<file path="config.mk">
export PLATFORM = sky130hd
export DESIGN_NAME = mul_issue
export DESIGN_NICKNAME = d
export VERILOG_FILES = /design/src/rtl/mul_issue.sv
export SDC_FILE = /design/constraint.sdc
export NUM_CORES = 1
export LEC_CHECK = 0
export ABC_AREA = 1
export CAP_MARGIN = 10
export CORE_AREA = 2 2 212 214
export CTS_CLUSTER_DIAMETER = 120
export DETAILED_ROUTE_END_ITERATION = 10
export DIE_AREA = 0 0 214 216
export GPL_ROUTABILITY_DRIVEN = 0
export HOLD_SLACK_MARGIN = 0.1
export SYNTH_ARGS = -nofsm -noshare
export SYNTH_HDL_FRONTEND = slang
export SYNTH_SLANG_ARGS = --single-unit
</file>
<file path="constraint.sdc">
create_clock -name clk -period 2.5 [get_ports clk]
set_input_delay 0.5 -clock clk [delete_from_list [all_inputs] [get_ports clk]]
set_output_delay 0.5 -clock clk [all_outputs]
set_load 0.01 [all_outputs]
</file>
<file path="src/rtl/mul_issue.sv">
`default_nettype none
// ============================================================================
// Module   : mul_issue
// Brief    : Front-end sequencer for the 64x64 iterative multiplier core.
//            Accepts operand pairs on a valid/ready stream, runs one core
//            operation per pair (load, start pulse, wait for done, capture,
//            clear pulse), and returns tagged results through a single-entry
//            output buffer. A watchdog aborts operations that never finish.
// Revision : 1.0 - initial release
// ============================================================================
module mul_issue #(
  parameter int TIMEOUT = 32,
  parameter int TAG_W   = 4
) (
  input  logic               clk,
  input  logic               reset_n,
  // request stream
  input  logic               in_valid,
  output logic               in_ready,
  input  logic [63:0]        in_a,
  input  logic [63:0]        in_b,
  input  logic [TAG_W-1:0]   in_tag,
  // multiplier core interface
  output logic [63:0]        core_multiplier,
  output logic [63:0]        core_multiplicand,
  output logic               core_op_start,
  output logic               core_op_clear,
  input  logic               core_op_done,
  input  logic [127:0]       core_result,
  // result buffer
  output logic               out_valid,
  input  logic               out_ready,
  output logic [127:0]       out_result,
  output logic [TAG_W-1:0]   out_tag,
  output logic               out_err,
  // status
  output logic [15:0]        ops_done,
  output logic               err_seen
);

  // Watchdog only has to reach TIMEOUT-1, so clog2(TIMEOUT) bits suffice.
  localparam int              WD_W    = (TIMEOUT > 1) ? $clog2(TIMEOUT) : 1;
  localparam logic [WD_W-1:0] WD_LAST = WD_W'(TIMEOUT - 1);

  typedef enum logic [1:0] {
    IDLE  = 2'd0,
    START = 2'd1,
    WAIT  = 2'd2,
    CLEAR = 2'd3
  } state_t;

  state_t           state;
  state_t           state_next;
  logic [WD_W-1:0]  wd;
  logic [TAG_W-1:0] req_tag;

  logic accept;
  logic out_take;
  logic wd_expired;
  logic load_ok;
  logic load_timeout;

  // A new request is only taken while idle and when the buffer is free
  // (or being drained in this very cycle).
  assign in_ready     = (state == IDLE) && (!out_valid || out_ready);
  assign accept       = in_valid && in_ready;
  assign out_take     = out_valid && out_ready;
  assign wd_expired   = (wd == WD_LAST);
  // Done wins over the watchdog when both occur in the same cycle.
  assign load_ok      = (state == WAIT) && core_op_done;
  assign load_timeout = (state == WAIT) && !core_op_done && wd_expired;

  // Next-state decode for the operation sequencer.
  always_comb begin
    state_next = state;
    case (state)
      IDLE:    if (accept) state_next = START;
      START:   state_next = WAIT;
      WAIT:    if (load_ok || load_timeout) state_next = CLEAR;
      CLEAR:   state_next = IDLE;
      default: state_next = IDLE;
    endcase
  end

  // State register.
  always_ff @(posedge clk or negedge reset_n) begin
    if (!reset_n) begin
      state <= IDLE;
    end else begin
      state <= state_next;
    end
  end

  // Core control pulses, registered so they coincide exactly with START/CLEAR.
  always_ff @(posedge clk or negedge reset_n) begin
    if (!reset_n) begin
      core_op_start <= 1'b0;
      core_op_clear <= 1'b0;
    end else begin
      core_op_start <= (state_next == START);
      core_op_clear <= (state_next == CLEAR);
    end
  end

  // Operand and tag latch; the core operand outputs come only from here.
  always_ff @(posedge clk or negedge reset_n) begin
    if (!reset_n) begin
      core_multiplier   <= 64'd0;
      core_multiplicand <= 64'd0;
      req_tag           <= '0;
    end else if (accept) begin
      core_multiplier   <= in_a;
      core_multiplicand <= in_b;
      req_tag           <= in_tag;
    end
  end

  // Watchdog: zeroed in START, counts every WAIT cycle.
  always_ff @(posedge clk or negedge reset_n) begin
    if (!reset_n) begin
      wd <= '0;
    end else if (state == START) begin
      wd <= '0;
    end else if (state == WAIT) begin
      wd <= wd + WD_W'(1);
    end
  end

  // Single-entry result buffer; contents only change on a load.
  always_ff @(posedge clk or negedge reset_n) begin
    if (!reset_n) begin
      out_valid  <= 1'b0;
      out_result <= 128'd0;
      out_tag    <= '0;
      out_err    <= 1'b0;
    end else if (load_ok) begin
      out_valid  <= 1'b1;
      out_result <= core_result;
      out_tag    <= req_tag;
      out_err    <= 1'b0;
    end else if (load_timeout) begin
      out_valid  <= 1'b1;
      out_result <= 128'd0;
      out_tag    <= req_tag;
      out_err    <= 1'b1;
    end else if (out_take) begin
      out_valid  <= 1'b0;
    end
  end

  // Completion counter (error-free deliveries only) and sticky timeout flag.
  always_ff @(posedge clk or negedge reset_n) begin
    if (!reset_n) begin
      ops_done <= 16'd0;
      err_seen <= 1'b0;
    end else begin
      if (out_take && !out_err) begin
        ops_done <= ops_done + 16'd1;
      end
      if (load_timeout) begin
        err_seen <= 1'b1;
      end
    end
  end

endmodule
`default_nettype wire

</file>
### Word-level counts from Yosys, hierarchy flattened

Index checks and enable logic that the tools add are counted.

* equality and inequality tests: 6
* multiplexer cells: 14
* reduce and logical (&&, ||, !) cells: 16
* $add $sub $neg: 2

Operators by type and width (count)
* 128-bit 2-to-1 mux: 2
* 16-bit by 1-bit adder with 16-bit output (second input constant): 1
* 5-bit 2-to-1 mux: 2
* 4-bit 2-to-1 mux: 2
* 2-bit one-hot mux with 4 select lines: 1
* 1-bit logical AND: 7
* 2-bit == test (second input constant): 3
* 5-bit by 1-bit adder with 5-bit output (second input constant): 1
* 5-bit == test (second input constant): 1
* 1-bit 2-to-1 mux: 5
* 2-bit by 1-bit == test with 1-bit output (second input constant): 2
* 2-bit 2-to-1 mux: 2
* 2-bit nonzero test: 2
* 1-bit logical NOT: 3
* 3-bit nonzero test: 1
* 2-bit logical NOT: 1
* 1-bit logical OR: 2

* output and inout port bits: 282
* register bits after elaboration: 292

### Longest topological paths before layout

* depth after elaboration: 7
* mapped depth: 11
* gate-level depth less buffers: 10

### Worst setup path before layout

OpenSTA, ideal clock, no wires.

* path kind: flip-flop to flip-flop
* from: register wd[1]
* to: register out_result[122]
* arrival time: 1.618 ns
* data required time: 2.378 ns
* clock period less this slack: 1.740 ns
* library setup time: 0.122 ns
* path slack: 0.760 ns
* cell stages (with the launch flop): 11
* path through: dfrtp_1 -> ha_1 -> inv_1 -> nor3_1 -> ha_1 -> nand2_1 -> nand2_2 -> inv_2 -> buf_2 -> buf_2 -> a32o_1

* longest elaborated chain between the ends: 3

RTL lines
* from (decl): RTL line 54 `logic [WD_W-1:0] wd;`
* from (signal assigned): RTL line 125 `wd <= wd + WD_W'(1);`
* 5-bit == test: RTL line 68 `assign wd_expired = (wd == WD_LAST);`
* 1-bit logical AND: RTL line 71 `assign load_timeout = (state == WAIT) && !core_op_done && wd_expired;`
* 2-bit nonzero test (no line)
* to (signal assigned): RTL line 138 `out_result <= core_result;`
* to (decl): RTL line 33 `output logic [127:0] out_result,`

No other way between the ends.
A chain may end at the register's enable or synchronous reset.

### Worst setup path after layout

* from: register state[0]
* to: output in_ready

* longest elaborated chain between the ends: 2

RTL lines
* from (decl): RTL line 52 `state_t state;`
* from (signal assigned): RTL line 90 `state <= state_next;`
* 2-bit logical NOT: RTL line 65 `assign in_ready = (state == IDLE) && (!out_valid || out_ready);`
* 1-bit logical AND: RTL line 65
* to (decl): RTL line 19 `output logic in_ready,`

No other way between the ends.

==> flow_summary.toml <==
[route]
wl_per_cell_um = 18.7
drtPass1Iterations = 5
drt_iter0_markers = 464
via_count = 8713
drc = 0
drt_wl_total_um = 36100
antenna_left = 0
vias_per_cell = 4.51

[finish]
fin_area_um2 = 18600
fillers = 4121
nets = 1589
regArea_um2 = 7310
drive_gt1_share_pct = 15.9
final_cells = 1934
n_antenna_cell = 0
multi_input_area_um2 = 3430
area_growth_pct = 67.9

[logic_synthesis]
yosys.cell_types.count = 27
synth_fp_nets = 1037
syn_area_um2 = 11100
synth_area_per_cell_um2 = 14.5
yosys_warnings = 0
synth_seq_cells = 292
seq_area_frac_synth_pct = 65.9
synthCells = 765

[critical_path]
reg2reg_depth = 9
r2r_start = "wd[1]$_DFFE_PN0P_"
critPathCaptureType = "output pin"
r2r_end = "out_result[63]$_DFFE_PN0P_"
critPathTopFamily = "buffers and inverters"
required_ns = 2.00
r2r_slack_ns = 0.45
crit_fanout = 4
path_cells = "inv_2, ha_4, and2_1, clkdlybuf4s50_1"
crit_type = "reg -> out"
critical_path_depth = 4
crit_start = "state[0]$_DFF_PN0_"
worst_ep_arrival_time_ns = 1.88
slowest_delay_ns = 0.54
slowest_stage = "clkdlybuf4s50_1"
crit_path_start_kind = "flop"
crit_end = "in_ready"
worst-path-buf-inv = 2

[hold_path]
hold_path.class = "in -> reg"
worstHoldPathCells = 4

[floorplan]
die_h_um = 216
pin_count = 547
dieArea_um2 = 46200
initial_core_util_pct = 25.3
die-width_um = 214
fp.coreArea_um2 = 43800
rows = 77

[timing]
finalMaxSlewViolations = 0
slew_headroom_pct = 33.4
totalNegativeSetupSlack_ns = 0
finalCriticalPeriod_ns = 2.38
rsz0062_at_grt = "false"
max_freq_mhz = 419
finalClockSkew_ns = 0.0182
hold_violations = 0
tightest_slew_ns = 0.999
finalCritPeriodShare_pct = 95.4
setup_violations = 0

[grt]
grt-ovfl-total = 0
grt_max_degree = 130
grt_usage_pct = 15.4
antenna_found_initial = 1
first_global_vias = 9241
grt_pass1_wl_um = 55600

[power_and_ir_drop]
vdd_ir_drop_max_mv = 0.679
powerDensity_nw_per_um2 = 1270
p_leak_nw = 7.77

[clocking]
clock_path_buffers = 3
clock_sinks = 292
cts_tree = "yes"
clk_pin_slew_worst_paths_ns = 0.06
clockRootBuffer = "clkbuf_16"
numCtsBuffers = 36
clock_latency_ns = 0.53
h-tree-depth = 2

[placement]
placed_area_um2 = 17400
dp_hpwl_um = 26200
io_buffer_count = 546
placed_cells = 1870

[run]
cap_violations = 0

[run_status]
outcome = "finished clean"
[metrics by stage]
stage	setup WS [ns]	hold WS, ns	utilization (%)	power [mW]
2_1_floorplan	0.760	0.204	-	12.4
3_3_place_gp	0.167	0.456	39.7	18.4
3_5_place_dp	0.187	0.461	39.7	18.6
4_1_cts	0.0399	0.362	42.5	24.1
5_1_grt	0.0139	0.402	42.5	25.0
6_report	0.116	0.376	42.5	23.6
[where the power goes]
group | internal, mW | total [mW] | switching (mW)
Combinational | 6.10 | 10.3 | 4.17
Sequential | 6.95 | 8.14 | 1.19
Clock | 3.24 | 5.22 | 1.98
[sequential cells by signal (all words and copies together), names as in the netlist, 2 cells and up]
signal,cells
out_tag,4
state,2
out_result,128
core_multiplier,64
core_multiplicand,64
ops_done,16
wd,5
req_tag,4
[layout make-up]
type	count	share of cell area [%]
multi-input combinational	381	18.4
timing repair buffer	570	31.1
clock inverter	10	0.605
sequential	292	39.2
clock buffer	53	5.89
tap	592	3.98
inverter	36	0.739
[kinds of logic after synthesis]
| logic type | count (synthesis) | share of synthesized area, % |
|---|---|---|
| DFF | 292 | 65.9 |
| AOI/OAI and AO/OA | 137 | 12.0 |
| muxes | 132 | 13.4 |
| and+or+nand+nor | 95 | 3.71 |
| buffers and inverters | 92 | 3.42 |
| xor gates and xnor gates | 10 | 0.790 |
| adders and majority gates | 7 | 0.790 |
[synth_stat cells, drive strengths merged]
cell type / n / share of area (%)
mux2: 132 / 13
and2: 1 / 0.056
o21bai: 1 / 0.068
nand3: 6 / 0.38
a21oi: 2 / 0.090
a32o: 128 / 12
or2: 1 / 0.056
ha: 7 / 0.79
nand4: 6 / 0.34
xor2: 6 / 0.47
inv: 36 / 1.2
nor3: 6 / 0.27
nand2: 60 / 2.1
o21ai: 5 / 0.23
nor2: 15 / 0.53
a31oi: 1 / 0.056
clkbuf: 26 / 0.88
dfrtp: 292 / 66
xnor2: 4 / 0.32
buf: 30 / 1.3
[worst register-to-register path, delay by kind of cell, from the launching register on]
| kind | cells | cell delay, ns |
|---|---|---|
| buffers and inverters | 3 | 0.44 |
| adder cells (fa/ha/maj) | 2 | 0.37 |
| flip-flops | 1 | 0.40 |
| AO/OA/AOI/OAI | 1 | 0.25 |
| AND/OR/NAND/NOR | 3 | 0.51 |
[cell usage in the layout (no fill, tap or decap)]
cell / synthesis / routed
clkinvlp_4: 0 / 2
o21ai_0: 5 / 5
buf_8: 0 / 1
dlygate4sd3_1: 0 / 1
or2_2: 1 / 1
nor2_2: 1 / 1
clkbuf_16: 0 / 37
nand2_1: 58 / 58
nand3_1: 5 / 5
nand4_1: 6 / 6
clkbuf_8: 0 / 11
xor2_1: 6 / 6
a21oi_1: 2 / 2
clkbuf_1: 26 / 5
ha_1: 7 / 5
inv_4: 0 / 1
a32o_1: 128 / 128
inv_1: 35 / 33
mux2_1: 12 / 12
buf_12: 0 / 12
nand3_4: 1 / 1
nor2_1: 14 / 14
bufinv_16: 0 / 2
o21bai_1: 1 / 1
inv_2: 1 / 2
and2_1: 1 / 1
mux2_2: 120 / 120
inv_6: 0 / 2
nand2_2: 2 / 2
xnor2_1: 4 / 4
a31oi_1: 1 / 1
clkdlybuf4s50_1: 0 / 544
dfrtp_1: 292 / 292
nor3_1: 6 / 6
ha_4: 0 / 2
buf_4: 0 / 12
clkinv_2: 0 / 4
[routing by layer]
metal	routed length, um	GRT usage, %
met5	13	0
met4	949	5.64
met3	2840	4.71
met2	18300	26.4
met1	14000	18.1
[how the worst min path moves through the flow]
stage	to	start	slack [ns]
after global routing	out_err$_DFFE_PN0P_	core_op_done	0.40
after detailed placement	err_seen$_DFFE_PN0P_	err_seen$_DFFE_PN0P_	0.46
after floorplan	core_multiplicand[0]$_DFFE_PN0P_	reset_n	0.20
after global placement	out_tag[3]$_DFFE_PN0P_	out_tag[3]$_DFFE_PN0P_	0.46
after CTS	out_err$_DFFE_PN0P_	core_op_done	0.36
final	out_err$_DFFE_PN0P_	core_op_done	0.38
[what timing repair did]
| action | CTS | global route |
|---|---|---|
| hold buffers | 1 | 0 |
| endpoints found under the setup margin | 1 | 1 |
| setup buffers | 0 | 0 |
| hold endpoints to repair | 55 | 0 |
| pin swaps | 0 | 0 |
| gates resized for setup | 3 | 1 |
Note: power is estimated with default switching activity, not from simulation.
